$ cat config.mk
export PLATFORM = sky130hd
export DESIGN_NAME = conv_window_feeder_flat
export DESIGN_NICKNAME = d
export VERILOG_FILES = /design/src/rtl/conv_pkg.sv /design/src/rtl/conv_window_feeder_if.sv /design/src/rtl/line_buffer_bit.sv /design/src/rtl/conv_window_feeder.sv /design/src/flat_wrapper.sv
export SDC_FILE = /design/constraint.sdc
export NUM_CORES = 1
export LEC_CHECK = 0
export ABC_AREA = 0
export CAP_MARGIN = 20
export CORE_MARGIN = 2
export CORE_UTILIZATION = 60
export CTS_BUF_LIST = sky130_fd_sc_hd__clkbuf_8
export CTS_CLUSTER_DIAMETER = 40
export DETAILED_ROUTE_END_ITERATION = 7
export PLACE_DENSITY = 0.8
export SYNTH_ARGS = -nofsm -noshare
export SYNTH_HDL_FRONTEND = slang
export SYNTH_SLANG_ARGS = --single-unit
export TNS_END_PERCENT = 100
$ cat constraint.sdc
create_clock -name clk -period 3 [get_ports clk]
set_input_delay 0.6 -clock clk [delete_from_list [all_inputs] [get_ports clk]]
set_output_delay 0.6 -clock clk [all_outputs]
set_load 0.01 [all_outputs]
$ cat src/rtl/conv_pkg.sv
// Shared constants and FSM encoding for the conv-layer input feeder.
package conv_pkg;
    localparam int W0  = 28;
    localparam int W1  = 26;
    localparam int KW  = 9;

    localparam int TOP = 2;
    localparam int MID = 1;
    localparam int BOT = 0;

    typedef enum logic [1:0] {
        IDLE      = 2'd0,
        LOAD_W    = 2'd1,
        STREAM    = 2'd2,
        WAIT_DONE = 2'd3
    } fsm_t;
endpackage

$ cat src/rtl/conv_window_feeder_if.sv
// Pixel/kernel source and conv engine signals of the feeder, bundled.
interface conv_window_feeder_if;
    import conv_pkg::*;

    logic          state;
    logic [KW-1:0] kernel;
    logic          kernel_load;
    logic          din;
    logic          din_valid;
    logic          din_ready;
    logic          conv_done;
    logic          weight_en;
    logic          weight;
    logic [2:0]    taps;
    logic          taps_valid;
    logic          conv_start;
    logic          busy;
    logic          frame_done;

    modport master (
        output state, kernel, kernel_load, din, din_valid, conv_done,
        input  din_ready, weight_en, weight, taps, taps_valid, conv_start, busy, frame_done
    );

    modport slave (
        input  state, kernel, kernel_load, din, din_valid, conv_done,
        output din_ready, weight_en, weight, taps, taps_valid, conv_start, busy, frame_done
    );
endinterface

$ cat src/rtl/line_buffer_bit.sv
// One-row 1-bit delay line; tap is the pixel exactly one row (N samples) old.
module line_buffer_bit
    import conv_pkg::*;
#(
    parameter int DEPTH = W0
) (
    input  logic clk,
    input  logic rst,
    input  logic i_clr,
    input  logic i_shift,
    input  logic i_short,
    input  logic i_din,
    output logic o_tap
);
    logic [DEPTH-1:0] r_sr;

    always_ff @(posedge clk) begin
        if (rst || i_clr)
            r_sr <= '0;
        else if (i_shift)
            r_sr <= {r_sr[DEPTH-2:0], i_din};
    end

    assign o_tap = i_short ? r_sr[W1-1] : r_sr[DEPTH-1];
endmodule

$ cat src/rtl/conv_window_feeder.sv
// Loads a serial 3x3 binary kernel, then streams one frame as 3-row column taps.
module conv_window_feeder
    import conv_pkg::*;
(
    input  logic                 clk,
    input  logic                 rst,
    conv_window_feeder_if.slave  bus
);
    fsm_t          r_fsm;
    logic [3:0]    r_widx;
    logic [4:0]    r_col;
    logic [4:0]    r_row;
    logic          r_state;
    logic [KW-1:0] r_kernel;
    logic          r_weight_en;
    logic          r_weight;
    logic          r_din_ready;
    logic          r_conv_start;
    logic          r_frame_done;
    logic          r_taps_valid;
    logic [2:0]    r_taps;

    logic [4:0]    w_nm1;
    logic          w_accept;
    logic          w_lb_clr;
    logic          w_lb1_tap;
    logic          w_lb2_tap;

    assign w_nm1    = r_state ? 5'(W1-1) : 5'(W0-1);
    assign w_accept = (r_fsm == STREAM) && r_din_ready && bus.din_valid;
    assign w_lb_clr = (r_fsm == LOAD_W) && (r_widx == 4'd9);

    line_buffer_bit #(.DEPTH(W0)) u_lb1 (
        .clk(clk), .rst(rst), .i_clr(w_lb_clr), .i_shift(w_accept),
        .i_short(r_state), .i_din(bus.din), .o_tap(w_lb1_tap)
    );

    // LB2 is fed from the row-old tap, so its own tap is two rows old.
    line_buffer_bit #(.DEPTH(W0)) u_lb2 (
        .clk(clk), .rst(rst), .i_clr(w_lb_clr), .i_shift(w_accept),
        .i_short(r_state), .i_din(w_lb1_tap), .o_tap(w_lb2_tap)
    );

    always_ff @(posedge clk) begin
        if (rst) begin
            r_fsm        <= IDLE;
            r_widx       <= '0;
            r_col        <= '0;
            r_row        <= '0;
            r_state      <= 1'b0;
            r_kernel     <= '0;
            r_weight_en  <= 1'b0;
            r_weight     <= 1'b0;
            r_din_ready  <= 1'b0;
            r_conv_start <= 1'b0;
            r_frame_done <= 1'b0;
            r_taps_valid <= 1'b0;
            r_taps       <= '0;
        end else begin
            r_frame_done <= 1'b0;
            r_taps_valid <= 1'b0;
            case (r_fsm)
                IDLE: begin
                    if (bus.kernel_load) begin
                        r_kernel    <= bus.kernel;
                        r_state     <= bus.state;
                        r_widx      <= '0;
                        r_weight_en <= 1'b1;
                        r_weight    <= 1'b0;
                        r_fsm       <= LOAD_W;
                    end
                end
                LOAD_W: begin
                    // Bit widx goes out one cycle after its enable slot.
                    if (r_widx == 4'd9) begin
                        r_widx      <= '0;
                        r_weight    <= 1'b0;
                        r_weight_en <= 1'b0;
                        r_col       <= '0;
                        r_row       <= '0;
                        r_din_ready <= 1'b1;
                        r_fsm       <= STREAM;
                    end else begin
                        r_weight    <= r_kernel[r_widx];
                        r_weight_en <= (r_widx < 4'd8);
                        r_widx      <= r_widx + 4'd1;
                    end
                end
                STREAM: begin
                    if (w_accept) begin
                        r_taps       <= {w_lb2_tap, w_lb1_tap, bus.din};
                        r_taps_valid <= (r_row >= 5'd2);
                        r_conv_start <= 1'b1;
                        if (r_col == w_nm1) begin
                            r_col <= '0;
                            if (r_row == w_nm1) begin
                                r_row       <= '0;
                                r_din_ready <= 1'b0;
                                r_fsm       <= WAIT_DONE;
                            end else begin
                                r_row <= r_row + 5'd1;
                            end
                        end else begin
                            r_col <= r_col + 5'd1;
                        end
                    end
                end
                WAIT_DONE: begin
                    if (bus.conv_done) begin
                        r_conv_start <= 1'b0;
                        r_frame_done <= 1'b1;
                        r_fsm        <= IDLE;
                    end
                end
                default: r_fsm <= IDLE;
            endcase
        end
    end

    assign bus.din_ready  = r_din_ready;
    assign bus.weight_en  = r_weight_en;
    assign bus.weight     = r_weight;
    assign bus.taps       = r_taps;
    assign bus.taps_valid = r_taps_valid;
    assign bus.conv_start = r_conv_start;
    assign bus.frame_done = r_frame_done;
    assign bus.busy       = (r_fsm != IDLE);
endmodule

$ cat src/flat_wrapper.sv
// flat-port wrapper written by rule: the top's interface ports become plain ports
module conv_window_feeder_flat import conv_pkg::*;
  (clk, rst, bus_state, bus_kernel, bus_kernel_load, bus_din, bus_din_valid, bus_conv_done, bus_din_ready, bus_weight_en, bus_weight, bus_taps, bus_taps_valid, bus_conv_start, bus_busy, bus_frame_done);
  conv_window_feeder_if bus_i ();
  input  logic clk;
  input  logic rst;
  input wire logic [$bits(bus_i.state)-1:0] bus_state;
  input wire logic [$bits(bus_i.kernel)-1:0] bus_kernel;
  input wire logic [$bits(bus_i.kernel_load)-1:0] bus_kernel_load;
  input wire logic [$bits(bus_i.din)-1:0] bus_din;
  input wire logic [$bits(bus_i.din_valid)-1:0] bus_din_valid;
  input wire logic [$bits(bus_i.conv_done)-1:0] bus_conv_done;
  output wire logic [$bits(bus_i.din_ready)-1:0] bus_din_ready;
  output wire logic [$bits(bus_i.weight_en)-1:0] bus_weight_en;
  output wire logic [$bits(bus_i.weight)-1:0] bus_weight;
  output wire logic [$bits(bus_i.taps)-1:0] bus_taps;
  output wire logic [$bits(bus_i.taps_valid)-1:0] bus_taps_valid;
  output wire logic [$bits(bus_i.conv_start)-1:0] bus_conv_start;
  output wire logic [$bits(bus_i.busy)-1:0] bus_busy;
  output wire logic [$bits(bus_i.frame_done)-1:0] bus_frame_done;
  assign bus_i.state = bus_state;
  assign bus_i.kernel = bus_kernel;
  assign bus_i.kernel_load = bus_kernel_load;
  assign bus_i.din = bus_din;
  assign bus_i.din_valid = bus_din_valid;
  assign bus_i.conv_done = bus_conv_done;
  assign bus_din_ready = bus_i.din_ready;
  assign bus_weight_en = bus_i.weight_en;
  assign bus_weight = bus_i.weight;
  assign bus_taps = bus_i.taps;
  assign bus_taps_valid = bus_i.taps_valid;
  assign bus_conv_start = bus_i.conv_start;
  assign bus_busy = bus_i.busy;
  assign bus_frame_done = bus_i.frame_done;
  conv_window_feeder u_core (.clk(clk), .rst(rst), .bus(bus_i));
endmodule
# Yosys cells after proc, flatten, opt, wreduce, memory -nomap -nowiden
# Cells that the tools add are included.
# totals
output_inout_bits,10
regBits,91
# classes
order_cmp,3
n_eq_ne,12
n_reduce_logical,19
bitwise_logic,3
muxes,38
addsub,3
# op_table
op,count
$mux 5,6
$pmux 5 s2,2
$mux 1,14
$mux 2,7
$ne 2x2->1 const B,6
$add 5x1->5 const B,2
$eq 5x5->1,2
$mux 4,2
$pmux 1 s2,4
$pmux 2 s4,1
$pmux 4 s2,1
$reduce_bool 2->1,4
$reduce_and 2->1,3
$reduce_and 3->1,2
$reduce_and 6->1,1
$ge 5x2->1 const B,1
$lt 4x5->1 const B,1
$reduce_and 5->1,1
$add 4x1->4 const B,1
$bmux 1 s4,1
$eq 2x2->1 const B,2
$eq 4x4->1 const B,1
$lt 4x4->1 const B,1
$reduce_and 4->1,1
other kinds (7),11

# Logic depth before layout (Yosys ltp)
# Gate-level depths: netlist of the first run.
# depth
depth_word,6
mapped_depth,9
mapped_depth_nobuf,6

# By module
# From an unflattened synthesis of the first run, not the netlist that was laid out.
# unflattened
hier_cells,394
area_unflattened_um2,3852.4
# modules_own_cells
mod,area_per_inst_um2,cells_per_inst,instances
line_buffer_bit,1038.5,92,2
conv_window_feeder,1775.5,210,1

# Least setup slack after synthesis of the first run
# OpenSTA, ideal clock, no wires.
# synth_timing
path_type,flip-flop to flip-flop
start,register u_core.r_fsm[0]
end,register u_core.r_row[4]
arrival_time_ns,1.722
n_path_buf,1
path_stages_with_launch,8
period_less_slack_ns,1.791
setup_time_ns,0.070
path_slack_ns,1.209
path_cell_list,dfxtp_1 -> inv_1 -> ha_1 -> buf_4 -> nand3_2 -> o31a_1 -> or4_1 -> a21oi_1
# synth_via
elab_chain_cells,5
# synth_lines
element,line,rtl
start: declaration,conv_window_feeder.sv:9,fsm_t r_fsm;
start signal: assignment,conv_window_feeder.sv:46,r_fsm <= IDLE;
start signal: assignment,conv_window_feeder.sv:70,r_fsm <= LOAD_W;
start signal: assignment,conv_window_feeder.sv:82,r_fsm <= STREAM;
$eq 2x2->1,"conv_window_feeder.sv:30, conv_window_feeder.sv:62",
$logic_and 1x1->1 (2 in a row),conv_window_feeder.sv:30,assign w_accept = (r_fsm == STREAM) && r_din_ready && bus.din_valid;
$ne 2x2->1 (no source line),-,
$reduce_and 4->1 (no source line),-,
end signal: assignment,conv_window_feeder.sv:101,r_row <= r_row + 5'd1;
end: declaration,conv_window_feeder.sv:12,logic [4:0] r_row;
# Several ways; a longest one is shown, not always the timed one.
# A chain may end at the register's enable or synchronous reset.

# Final worst setup path of the first run
# layout_timing
start,register u_core.r_fsm[1]
end,output bus_busy
# layout_via
elab_chain_cells,1
# layout_lines
element,line,rtl
$reduce_bool 2->1,conv_window_feeder.sv:127,assign bus.busy = (r_fsm != IDLE);
end: declaration,flat_wrapper.sv:19,output wire logic [$bits(bus_i.busy)-1:0] bus_busy;
# Every way passes these cells.

==> results of run 1 <==
==> cell usage in the layout, fill, tap and decap left out, types with 6 or more instances in the layout <==
| cell type | synthesis | layout |
|---|---|---|
| nand2_1 | 143 | 143 |
| a211oi_1 | 6 | 6 |
| a21oi_1 | 77 | 77 |
| nand3_1 | 6 | 6 |
| dfxtp_1 | 91 | 91 |
| clkbuf_8 | 0 | 10 |
| ha_1 | 10 | 10 |
| inv_1 | 10 | 10 |
| clkdlybuf4s50_1 | 0 | 25 |
| nand2b_1 | 6 | 6 |
| buf_4 | 1 | 8 |
| nor2_1 | 9 | 9 |
==> routing by layer <==
metal  share of wire  wire (um)
met1            0.48       3370
met2            0.48       3310
met3           0.030        206
met4           0.010         72
met5               0          0
==> cell type report <==
type / count / area [sq um] / area share
Clock inverter: 6 / 95.1 / 0.0222
Clock buffer: 10 / 138 / 0.0321
Sequential cell: 91 / 1820 / 0.425
Multi-Input combinational cell: 325 / 1790 / 0.417
Timing Repair Buffer: 33 / 310 / 0.0724
Tap cell: 75 / 93.8 / 0.0219
Inverter: 10 / 37.5 / 0.00876
==> state kept, by name (all words and copies together) (netlist names) <==
register and cells:
u_core.r_fsm 2, u_core.r_kernel 9, u_core.r_state 1, u_core.bus.weight 1
u_core.r_row 5, u_core.bus.din_ready 1, u_core.r_col 5, u_core.bus.weight_en 1
u_core.bus.frame_done 1, u_core.u_lb2.r_sr 28, u_core.r_widx 4, u_core.bus.taps 3
u_core.u_lb1.r_sr 28, u_core.bus.taps_valid 1, u_core.bus.conv_start 1
==> through the flow <==
step / utilization / setup slack [ps] / cell area (sq um)
floorplan: - / 1210 / 3770
global placement: 0.676 / 587 / 4050
detailed placement: 0.676 / 517 / 4050
CTS: 0.715 / 662 / 4280
global route: 0.715 / 568 / 4280
finish: 0.715 / 692 / 4280
==> final timing paths <==
kind	startpoint	to	slack, ps
min	u_core.u_lb1.r_sr[10]	u_core.u_lb1.r_sr[11]	450
max	u_core.r_fsm[1]	bus_busy	690
min reg2reg	u_core.u_lb1.r_sr[10]	u_core.u_lb1.r_sr[11]	450
max reg2reg	u_core.r_fsm[0]	u_core.r_row[4]	740
==> cells in the mapped netlist, types with 2 or more instances <==
| cell type | number | area share |
|---|---|---|
| nand2_1 | 143 | 0.14 |
| dfxtp_1 | 91 | 0.48 |
| a21oi_1 | 77 | 0.10 |
| clkbuf_1 | 15 | 0.015 |
| ha_1 | 10 | 0.033 |
| inv_1 | 10 | 0.010 |
| nor2_1 | 9 | 0.0090 |
| buf_2 | 7 | 0.0093 |
| a211oi_1 | 6 | 0.012 |
| nand2b_1 | 6 | 0.010 |
| nand3_1 | 6 | 0.0080 |
| nor3_1 | 5 | 0.0066 |
| buf_1 | 4 | 0.0040 |
| mux2i_1 | 4 | 0.011 |
| o21ai_0 | 4 | 0.0053 |
| o31ai_1 | 4 | 0.0080 |
| or3_1 | 4 | 0.0066 |
| a221oi_1 | 3 | 0.0070 |
| and3_1 | 3 | 0.0050 |
| nor2b_1 | 3 | 0.0050 |
| xnor2_1 | 3 | 0.0070 |
| a311oi_1 | 2 | 0.0046 |
| and2_1 | 2 | 0.0033 |
| buf_6 | 2 | 0.0060 |
| mux4_2 | 2 | 0.012 |
| nand4_1 | 2 | 0.0033 |
| o211ai_1 | 2 | 0.0040 |
==> logic make-up after synthesis <==
| kind of cell | Yosys count | synth area share |
|---|---|---|
| simple gates | 194 | 0.230 |
| compound gates | 110 | 0.171 |
| flops | 91 | 0.483 |
| buf+inv | 39 | 0.0461 |
| fa+ha+maj | 10 | 0.0332 |
| mux | 6 | 0.0226 |
| xor+xnor | 5 | 0.0136 |
==> critical path, cell delays in order (launching register included) <==
cell and delay, ps:
dfxtp_1 400, inv_1 100, ha_1 260, inv_1 70
clkdlybuf4s50_1 520
==> power by group through the flow <==
stage / clock network (mW) / logic, mW / registers (mW)
finish: 0.951 / 0.443 / 1.31
global route: 1.02 / 0.497 / 1.32
CTS: 0.969 / 0.445 / 1.31
detailed placement: 0 / 0.441 / 1.34
global placement: 0 / 0.431 / 1.34
floorplan: 0 / 0.334 / 1.32
==> results_dict.tcl, run 1 <==
set metrics [dict create \
    status "finished clean" \
    hp-class "reg -> reg" \
    grt_use_total 0.212 \
    swShare 0.281 \
    rsz0062_at_grt "false" \
    yosys_warnings 0 \
    clk_pin_slew_worst_paths_ps 90 \
    finalHoldViolCount 0 \
    critPathKind "reg -> out" \
    met1_usage 0.290 \
    portBuffers 25 \
    drive_gt1_frac 0.0758 \
    core.rowCount 28 \
    cts_resized 0 \
    avgRoutedWirePerCell_um 12.7 \
    fill_cells 488 \
    p_switching_uw 760 \
    dominantRegCellSynth "dfxtp_1" \
    place_congestion 0.838 \
    cp.arrival_ps 1710 \
    cts_root_buf "clkbuf_8" \
    drt-pass1-iter-count 4 \
    die_width_um 83.3 \
    peakVddDrop_mv 0.437 \
    nets 496 \
    fin_hold_ws_ps 448 \
    synth_area_sq_um 3770 \
    maxCapViolCount 0 \
    htreeDepth 3 \
    synth_cell_type_count 53 \
    drt_iter0_markers 184 \
    synth_edf_count 0 \
    skew_ps 9.81 \
    reg2regPathDepth 6 \
    placed_cells 534 \
    worstPathRequired_ps 2400 \
    wl_mm 6.96 \
    clk_path_buf_depth 2 \
    synth-seq-cells 91 \
    busiest_layer "met2" \
    fin_crit_sh 0.769 \
    synth_fp_nets 481 \
    num_vias 3041 \
    dieArea_sq_um 6940 \
    tns_ps 0 \
    period_needed_ps 2310 \
    combPwrFrac 0.164 \
    cts_inserted_buffers 9 \
    drc 0 \
    grt_max_degree 58 \
    tightest_slew_ps 513 \
    cts_sinks 91 \
    syn_area_per_cell_sq_um 8.29 \
    holdPathStages 2 \
    synthArstFlopShare 0 \
    clkLatencyLatePin_ps 350 \
    p_seq_frac 0.485 \
    dp_hpwl_mm 4.55 \
    postRouteAntennaNets 0 \
    leakage_nw 1.52 \
    cts_tree "yes" \
    cts_hold_buf 0 \
    grt_pass1_wl_mm 12.3 \
    power.total_mw 2.71 \
    start_kind "flop" \
    grt_pass1_vias 2783 \
    use_met3 0.0417 \
    syn_to_final_growth_pct 13.6 \
    max_freq_ghz 0.433 \
    worstSetupEndpointType "output port" \
    setup_violations 0 \
    worst-path-max-fanout 6 \
    overflow 0 \
    die_y_um 83.3 \
    ys_seq_area_frac 0.483 \
    coreArea_sq_um 5990 \
    clkPwrFrac 0.351 \
    via_per_inst 5.53 \
    antenna_found_initial 0 \
    antennaDiodeCount 0 \
    syn_inst 455 \
    stdcell_count 550 \
    met2_usage 0.331 \
    postCtsSetupRepairBufs 0 \
    finalMaxSlewViolations 0 \
    start_util 0.629 \
    relSlewSlack 0.648 \
    p_int_mw 1.95 \
    ios 26 \
    p_per_area_nw_per_um2 632 \
]
No activity file was read; power rests on OpenSTA's default activity.
==> run 2: changes to the inputs <==
CORE_UTILIZATION = 55   (was 60)
PLACE_DENSITY = 0.77   (was 0.8)
clock period = 2.05 ns   (was 3 ns; I/O delays follow)
==> run 2 against run 1 <==
Effect of this change:
- routed wire length increased by 5.6%
- worst setup slack got worse by 550 ps
- die area increased by 8.6%
- sequential cell count unchanged
- via count increased by 2.1%
- global-route usage decreased by 0.19 points
- design area increased by 1.8%
- first-iteration DRC count decreased by 32%
- combinational power increased by 65%
- sequential power increased by 46%
- sequential share of layout area decreased by 0.69 points
- power increased by 43%
- critical path type is now reg -> reg
- largest cell class unchanged
==> results_dict.tcl, run 2 (synthesis gave the netlist of run 1 again) <==
set metrics [dict create \
    hp-class "reg -> reg" \
    die_y_um 86.8 \
    cts_root_buf "clkbuf_8" \
    avgRoutedWirePerCell_um 13.1 \
    min_to "u_core.u_lb2.r_sr[3]" \
    multi_input_area_sq_um 1790 \
    critPathKind "reg -> reg" \
    die_width_um 86.8 \
    setup_ws_ps 145 \
    relSlewSlack 0.641 \
    nets 504 \
    postCtsSetupRepairBufs 0 \
    period_needed_ps 1900 \
    fill_cells 552 \
    clk_pin_slew_worst_paths_ps 90 \
    tns_ps 0 \
    finalHoldViolCount 0 \
    tightest_slew_ps 531 \
    drt_iter0_markers 125 \
    drive_gt1_frac 0.0973 \
    grt_pass1_wl_mm 12.6 \
    ios 26 \
    rr_startpoint "u_core.r_fsm[0]" \
    reg.largest.list "u_core.u_lb1.r_sr (28), u_core.u_lb2.r_sr (28), u_core.r_kernel (9)" \
    worst-path-max-fanout 6 \
    postRouteAntennaNets 0 \
    regArea_sq_um 1820 \
    cp.arrival_ps 2200 \
    portBuffers 25 \
    place_congestion 0.867 \
    mostFrequentLayoutCell "nand2_1" \
    start_util 0.561 \
    dieArea_sq_um 7540 \
    reg2regPathDepth 6 \
    grt_use_total 0.210 \
    setup_violations 0 \
    core.rowCount 30 \
    clk_path_buf_depth 2 \
    status "finished clean" \
    grt_max_degree 57 \
    antennaDiodeCount 0 \
    drt-pass1-iter-count 4 \
    hp-start "u_core.u_lb2.r_sr[2]" \
    max_freq_ghz 0.525 \
    place_ws_ps 17.3 \
    cts_inserted_buffers 9 \
    skew_ps 15.2 \
    cts_sinks 91 \
    worstPathRequired_ps 2340 \
    dp_hpwl_mm 4.90 \
    htreeDepth 3 \
    finalMaxSlewViolations 0 \
    syn_to_final_growth_pct 15.6 \
    wl_mm 7.35 \
    via_per_inst 5.52 \
    drc 0 \
    holdPathStages 2 \
    grt_pass1_vias 2898 \
    r2r_setup_slack_ps 150 \
    worstSetupEndpointType "flop" \
    leakage_nw 1.56 \
    rr_endpoint "u_core.r_row[4]" \
    cts_hold_buf 0 \
    clkLatencyLatePin_ps 360 \
    antenna_found_initial 0 \
    coreArea_sq_um 6720 \
    fin_crit_sh 0.929 \
    overflow 0 \
    p_per_area_nw_per_um2 885 \
    maxCapViolCount 0 \
    rsz0062_at_grt "false" \
    peakVddDrop_mv 0.615 \
    final_cell_mix "nand2_1, dfxtp_1, a21oi_1" \
    cts_tree "yes" \
    num_vias 3105 \
    start_kind "flop" \
]
==> run 2: changes by cell type in the layout (fill, tap and decap cells not counted), moves of 2 or more <==
cell	before	now
buf_12	0	3
dfxtp_2	0	2
dfxtp_1	91	89
buf_4	8	13
clkinv_2	0	2
==> run 2: routing by layer <==
layer	vias to the layer above	GRT usage	part of all wire
li1	1580	-	-
met1	1470	0.263	0.46
met2	44	0.344	0.50
met3	11	0.0514	0.025
met4	0	0.0923	0.016
met5	-	0	0
==> run 2: timing repair <==
item	in CTS	in global routing
setup endpoints to repair	1	1
gates resized for setup	3	1
pin swaps	0	0
==> run 2: cell type report <==
class / count / share of cell area
timing repair buffer: 41 / 0.0941
multi-input combinational: 325 / 0.411
tap: 80 / 0.0230
clock inverter: 7 / 0.0169
sequential: 91 / 0.418
clock buffer: 9 / 0.0284
inverter: 10 / 0.00861
==> run 2: worst max-delay path by stage <==
stage	startpoint	endpoint	slack, ps	cells after the start
4_1_cts	u_core.r_fsm[0]	bus_busy	0.05	4
3_3_place_gp	bus_din_valid	u_core.r_row[4]	20	5
2_1_floorplan	u_core.r_fsm[0]	u_core.r_row[4]	260	7
3_5_place_dp	bus_din_valid	u_core.r_row[4]	20	5
6_report	u_core.r_fsm[0]	u_core.r_row[4]	150	6
5_1_grt	u_core.r_fsm[0]	u_core.r_col[2]	5	6
==> run 2: through the flow <==
step | cell area (sq um) | hold WS, ps | instances | power (mW) | util
detailed placement | 4160 | 444 | 547 | 2.67 | 0.618
floorplan | 3770 | 432 | 455 | 2.43 | -
finish | 4360 | 449 | 563 | 3.86 | 0.649
global placement | 4160 | 437 | 547 | 2.64 | 0.618
global route | 4360 | 468 | 563 | 4.04 | 0.649
CTS | 4360 | 454 | 563 | 3.89 | 0.649
==> run 2: power breakdown <==
part           switching, mW  leakage (nW)  internal, mW
Clock                  0.652         0.100         0.570
Combinational          0.411         0.723         0.319
Sequential            0.0633         0.736          1.84
==> run 2: critical path, cell delays in order, from the launching register on <==
cell	delay [ps]
dfxtp_2	340
inv_1	120
ha_1	300
nand3_2	110
o31a_1	340
or4_1	470
a21oi_1	150
